<file path="src/rtl/permutation_xor.sv">
// One ASCON permutation round per clock (p_C, p_S, p_L) on a 320-bit state
// register, with optional data absorb before the round and key injection after it.
module permutation_xor (
    input  logic              clock_i,
    input  logic              resetb_i,
    input  logic              input_select_i,
    input  logic              ena_cpt_i,
    input  logic              init_a_i,
    input  logic              init_b_i,
    input  logic              ena_xor_up_i,
    input  logic              ena_xor_down_i,
    input  logic              ena_reg_state_i,
    input  logic [0:4][63:0]  permutation_i,
    input  logic [63:0]       data_xor_up_i,
    input  logic [255:0]      data_xor_down_i,
    input  logic              ena_cipher_i,
    input  logic              ena_tag_i,
    output logic [0:4][63:0]  permutation_o,
    output logic [3:0]        round_o,
    output logic [63:0]       cipher_o,
    output logic [127:0]      tag_o
);

    typedef logic [0:4][63:0] state_t;

    state_t       state_p0;
    logic [3:0]   round_p0;
    logic [63:0]  cipher_p0;
    logic [127:0] tag_p0;

    state_t m_in;
    state_t u_up;
    state_t c_add;
    state_t s_box;
    state_t l_lin;
    state_t d_down;

    function automatic logic [63:0] rotr64(input logic [63:0] x, input int n);
        return (x >> n) | (x << (64 - n));
    endfunction

    function automatic logic [7:0] round_const(input logic [3:0] r);
        return {~r, r};
    endfunction

    // Bitsliced 5-bit S-box applied to all 64 columns at once, S0 = column MSB.
    function automatic state_t sbox_layer(input state_t s);
        logic [63:0] x0, x1, x2, x3, x4;
        logic [63:0] t0, t1, t2, t3, t4;
        state_t      r;
        x0 = s[0]; x1 = s[1]; x2 = s[2]; x3 = s[3]; x4 = s[4];
        x0 = x0 ^ x4;
        x4 = x4 ^ x3;
        x2 = x2 ^ x1;
        t0 = ~x0 & x1;
        t1 = ~x1 & x2;
        t2 = ~x2 & x3;
        t3 = ~x3 & x4;
        t4 = ~x4 & x0;
        x0 = x0 ^ t1;
        x1 = x1 ^ t2;
        x2 = x2 ^ t3;
        x3 = x3 ^ t4;
        x4 = x4 ^ t0;
        x1 = x1 ^ x0;
        x0 = x0 ^ x4;
        x3 = x3 ^ x2;
        x2 = ~x2;
        r[0] = x0; r[1] = x1; r[2] = x2; r[3] = x3; r[4] = x4;
        return r;
    endfunction

    function automatic state_t linear_layer(input state_t s);
        state_t r;
        r[0] = s[0] ^ rotr64(s[0], 19) ^ rotr64(s[0], 28);
        r[1] = s[1] ^ rotr64(s[1], 61) ^ rotr64(s[1], 39);
        r[2] = s[2] ^ rotr64(s[2], 1)  ^ rotr64(s[2], 6);
        r[3] = s[3] ^ rotr64(s[3], 10) ^ rotr64(s[3], 17);
        r[4] = s[4] ^ rotr64(s[4], 7)  ^ rotr64(s[4], 41);
        return r;
    endfunction

    always_comb begin
        m_in = input_select_i ? state_p0 : state_t'(permutation_i);

        u_up = m_in;
        if (ena_xor_up_i)
            u_up[0] = u_up[0] ^ data_xor_up_i;

        c_add = u_up;
        c_add[2][7:0] = c_add[2][7:0] ^ round_const(round_p0);

        s_box = sbox_layer(c_add);
        l_lin = linear_layer(s_box);

        d_down = l_lin;
        if (ena_xor_down_i)
            d_down[1:4] = d_down[1:4] ^ data_xor_down_i;
    end

    // ---- register stage: round result, counter, capture registers ----
    always_ff @(posedge clock_i) begin
        if (resetb_i) begin
            state_p0  <= '0;
            round_p0  <= '0;
            cipher_p0 <= '0;
            tag_p0    <= '0;
        end else begin
            if (ena_reg_state_i)
                state_p0 <= d_down;
            if (init_a_i)
                round_p0 <= 4'd0;
            else if (init_b_i)
                round_p0 <= 4'd6;
            else if (ena_cpt_i)
                round_p0 <= round_p0 + 4'd1;
            if (ena_cipher_i)
                cipher_p0 <= u_up[0];
            if (ena_tag_i)
                tag_p0 <= {d_down[3], d_down[4]};
        end
    end

    assign permutation_o = state_p0;
    assign round_o       = round_p0;
    assign cipher_o      = cipher_p0;
    assign tag_o         = tag_p0;

endmodule

</file>
<file path="config.mk">
export PLATFORM = sky130hd
export DESIGN_NAME = permutation_xor
export DESIGN_NICKNAME = d
export VERILOG_FILES = /design/src/rtl/permutation_xor.sv
export SDC_FILE = /design/constraint.sdc
export NUM_CORES = 2
export LEC_CHECK = 0
export CAP_MARGIN = 15
export CELL_PAD_IN_SITES_DETAIL_PLACEMENT = 1
export CELL_PAD_IN_SITES_GLOBAL_PLACEMENT = 2
export CORE_AREA = 2 2 455 457
export CTS_CLUSTER_SIZE = 28
export DETAILED_ROUTE_END_ITERATION = 16
export DIE_AREA = 0 0 457 459
export PLACE_DENSITY = 0.63
export REMOVE_ABC_BUFFERS = 1
export SYNTH_ARGS = -nofsm -noshare
export SYNTH_HDL_FRONTEND = slang
export SYNTH_SLANG_ARGS = --single-unit
</file>
<file path="constraint.sdc">
create_clock -name clock_i -period 6.35 [get_ports clock_i]
set_clock_uncertainty 0.05 [all_clocks]
set_input_delay 0.9525 -clock clock_i [delete_from_list [all_inputs] [get_ports clock_i]]
set_output_delay 0.9525 -clock clock_i [all_outputs]
set_load 0.05 [all_outputs]
</file>
* Yosys cells after proc, flatten, opt, wreduce, memory -nomap -nowiden *
Index checks and enable logic that the tools add are counted.
W data, S select, Z words.

operators by class
  add/sub/neg operators = 1
  muxes and demuxes = 5
  bitwise operators = 46
  reductions and logical operators = 3

operators with widths
  operator               count
  $xor A64 B64 Y64       22
  $not A64 Y64           6
  $and A64 B64 Y64       5
  $mux W320              1
  $mux W256              1
  $xor A256 B256 Y256    1
  $mux W64               1
  $or A23 B64 Y64        1
  $or A25 B64 Y64        1
  $or A3 B64 Y64         1
  $or A36 B64 Y64        1
  $or A45 B64 Y64        1
  $or A47 B64 Y64        1
  $or A54 B64 Y64        1
  $or A57 B64 Y64        1
  $or A58 B64 Y64        1
  $or A63 B64 Y64        1
  $xor A8 B8 Y8          1
  $mux W3                2
  $add A4 B1 Y4 const B  1
  $not A4 Y4             1
  $reduce_or A3 Y1       1
  $reduce_bool A2 Y1     1
  $reduce_or A2 Y1       1

word-level totals
  register bits after elaboration = 516
  input bits = 651
  output and inout bits = 516
  logic and storage cells = 64

* Logic depth before layout (Yosys ltp) *
  word-level depth = 12
  gate-level depth with buffers = 16
  depth with buffers taken out = 9

* Worst setup path before layout *
Ideal clock, no wire load.

  path kind = input-to-reg
  from = input port input_select_i
  to = register state_p0, in the netlist permutation_o[115]
  setup time = 0.086 ns
  data arrival time = 3.795 ns
  data required time = 6.214 ns
  setup slack = 2.420 ns
  stages on the path = 13
  buffers on the path = 6
  cells stage by stage = buf_6 > buf_6 > buf_6 > buf_6 > buf_4 > buf_4 > mux2_2 > ha_1 > xnor2_1 > xnor2_4 > xor2_1 > xnor2_1 > a211oi_1

between the ends
  cells in the longest elaborated chain, start to end = 12
  elaborated cells on any way between the ends = 20
  those cells by class = mux (3); bitwise (17)

RTL lines
  item                    line  source
  start: declaration      6     input logic input_select_i,
  $mux W320 (*)           84    m_in = input_select_i ? state_p0 : state_t'(permutation_i);
  $xor A64 B64 Y64        88    u_up[0] = u_up[0] ^ data_xor_up_i;
  $mux W64                87    if (ena_xor_up_i)
  $xor A64 B64 Y64        52    x0 = x0 ^ x4;
  $and A64 B64 Y64        59    t4 = ~x4 & x0;
  $xor A64 B64 Y64        63    x3 = x3 ^ t4;
  $xor A64 B64 Y64 (*)    67    x3 = x3 ^ x2;
  $or A54 B64 Y64         39    return (x >> n) | (x << (64 - n));
  $xor A64 B64 Y64        78    r[3] = s[3] ^ rotr64(s[3], 10) ^ rotr64(s[3], 17);
  $xor A64 B64 Y64 (*)    78
  $xor A256 B256 Y256     98    d_down[1:4] = d_down[1:4] ^ data_xor_down_i;
  $mux W256 (*)           97    if (ena_xor_down_i)
  end signal: assignment  110   state_p0 <= d_down;
  end: declaration        26    state_t state_p0;

Every way passes the cells marked *; elsewhere a longest branch is shown, timed or not.
A chain may end at the register's enable or synchronous reset.

* Worst setup path after layout *
  from = input port input_select_i
  to = register state_p0, in the netlist permutation_o[122]

Same word-level chain as after synthesis.

==> results.txt <==
Mapped Cells -> 4334
worst skew pair latency -> 0.72 ns
Setup Viol. Count Final -> 0
Main synth FF type -> dfxtp_1
Async SR Flop Fraction -> 0%
sequential area share after synthesis -> 25.4%
post-synth top area share -> 25.4%
total gr overflow -> 0
die area -> 0.210 mm²
CTS Buf Count -> 82
Net count, final -> 6309
Slew headroom -> 12.9%
cells taking the most area after synthesis -> dfxtp_1 (25%), xnor2_1 (21%), mux2i_1 (7.7%)
Setup Total Neg Slack -> 0 ns
initial antenna violation count -> 83
Clock transition at path regs -> 0.06 ns
Hold Crit Depth -> 2
Synth Register Bits -> 516
CTS tree -> yes
# port buffers -> 1166
DR vias/cell -> 4.60
length in cells of the worst reg-to-reg path -> 7
synth cell count leaders -> xnor2_1 (978), dfxtp_1 (516), nor2_1 (440)
clock root buffer master -> clkbuf_16
I/O Pins -> 1167
die height -> 459 µm
RSZ-0062 raised after global routing -> no
hold violation count in the final report -> 0
Worst Hold End -> tag_o[47]
starting density of the core -> 19.8%
post-layout minimum cycle time -> 4.60 ns
routed vias -> 38.3k
first-pass GRT wire length -> 408 mm
max-slew violations -> 0
crit path kind -> input pin to flip-flop
r2r setup slk -> 2.35 ns
Warnings, synthesis -> 0
P&R area growth vs syn -> 45.8%
most frequent cell after synthesis -> xnor2_1
# hold bufs at CTS -> 0
Pre-antenna DRT Iters -> 5
cell taking the most area after synthesis -> dfxtp_1
Post-synth EDFFs -> 0
Die W -> 457 µm
DP HPWL -> 270 mm
FP Rows -> 167
CTS resizes -> 0
GPL Wtd Cong -> 0.905
status -> complete, no violations
Worst Hold Class -> flip-flop to flip-flop
CP Max Fanout -> 43
pin count of the biggest net entering global routing -> 158
maximum clock rate -> 0.217 GHz
HP Start -> tag_o[47]
vias in the first global route -> 39.5k
Clock Path Buffers -> 3
clock net sink count -> 516
core box area -> 0.206 mm²
worst r2r src -> permutation_o[245]
H-tree depth -> 3
DRT iter0 DRCs -> 2551
syn_area_per_cell -> 9.38 µm²
Tcrit/Tclk final -> 72.4%
Req. time, crit path -> 6.92 ns
layout cells sized above 1 -> 10.2%
DRC -> 0
final WL -> 320 mm
Max-Cap Viols -> 0
GRT Total Usage -> 29.5%
r2r endpoint -> permutation_o[100]
Critical Path Source Type -> input pin
Slew @ Worst Pin -> 1.30 ns
mean routed wirelength per cell -> 38.4 µm
Syn Std Cell Area -> 0.0407 mm²
Yosys cell types -> 41
nature of the critical path endpoint -> flip-flop
postcts setup bufs -> 0
Final ANT Viol Nets -> 0
Arr. time, crit path -> 5.17 ns
==> worst max-delay path by stage <==
stage                              start                  to  slack (ns)
after detailed placement  input_select_i  permutation_o[103]        0.96
after global placement    input_select_i          tag_o[108]        0.56
final                     input_select_i  permutation_o[122]        1.75
after global routing      input_select_i  permutation_o[122]        1.67
after floorplan             ena_cipher_i         cipher_o[0]        3.24
after CTS                 input_select_i  permutation_o[103]        1.77
==> area by class of cell <==
class                   instances  area, µm²
inverters                       7       28.8
well taps                    2704       3380
fillers                     23600     146000
repair buffers               1344      13300
multi-input cells            3578      29500
diodes                         35       87.6
clock inverters                29        348
flip-flops and latches        516      10300
clock buffers                 118       2370
==> metal layers <==
metal	vias up	routed length [µm]	track usage (%)
met1	19400	136000	37.0
met2	1461	151000	49.8
met3	361	20100	6.45
met4	34	11900	9.56
met5	-	225	0
li1	17000	-	-
==> cells by family after synthesis <==
| family | count (synthesis) | synth area share (%) |
|---|---|---|
| AOI/OAI and AO/OA | 442 | 7.57 |
| adders and majority gates | 193 | 5.57 |
| DFF | 516 | 25.4 |
| xor gates and xnor gates | 1443 | 35.9 |
| and+or+nand+nor | 1043 | 10.8 |
| muxes | 457 | 11.9 |
| buffers and inverters | 240 | 2.83 |
==> per-stage QoR <==
step / util (%) / setup slack [ns] / area (µm²) / cells / hold slack (ns)
floorplan: - / 3.24 / 39500 / 4101 / 0.646
global placement: 27.4 / 0.557 / 56400 / 8137 / 0.421
detailed placement: 27.5 / 0.960 / 56500 / 8149 / 0.428
CTS: 28.8 / 1.77 / 59200 / 8296 / 0.438
global route: 28.8 / 1.67 / 59300 / 8317 / 0.461
finish: 28.8 / 1.75 / 59300 / 8331 / 0.436
==> registers in the layout, indices dropped and copies added (netlist names) <==
register,count
tag_o,128
permutation_o,320
round_o,4
cipher_o,64
==> worst max-delay path, cell delays in order <==
cell and delay [ns]:
buf_8 0.38, buf_12 0.32, buf_12 0.33, mux2i_1 0.27, xor2_1 0.58, ha_1 0.36, xnor2_1 0.26, xnor2_1 0.11
buf_4 0.16, xnor2_1 0.72, xnor2_1 0.29, a211oi_1 0.28
==> cell usage in the layout, fill, tap and decap left out, drive strengths merged, types with 3 or more instances in the layout <==
cell type      count
o311ai             3
buf              184
o22ai             64
nand3b             3
mux2             136
a211oi           304
clkinv            14
xnor3             49
inv               10
nor2             440
clkinvlp           5
ha               129
clkbuf           118
nand2b            99
a21oi             10
xor2             306
nand2            407
xor3              55
xnor2           1033
nor2b             83
maj3              64
clkdlybuf4s50   1160
o21ai             60
dfxtp            516
bufinv             7
or3                3
diode             35
mux2i            321
Power is left out: the tool's default activity adds up to more than one toggle a clock period on the data nets, which glitch-free logic cannot reach.
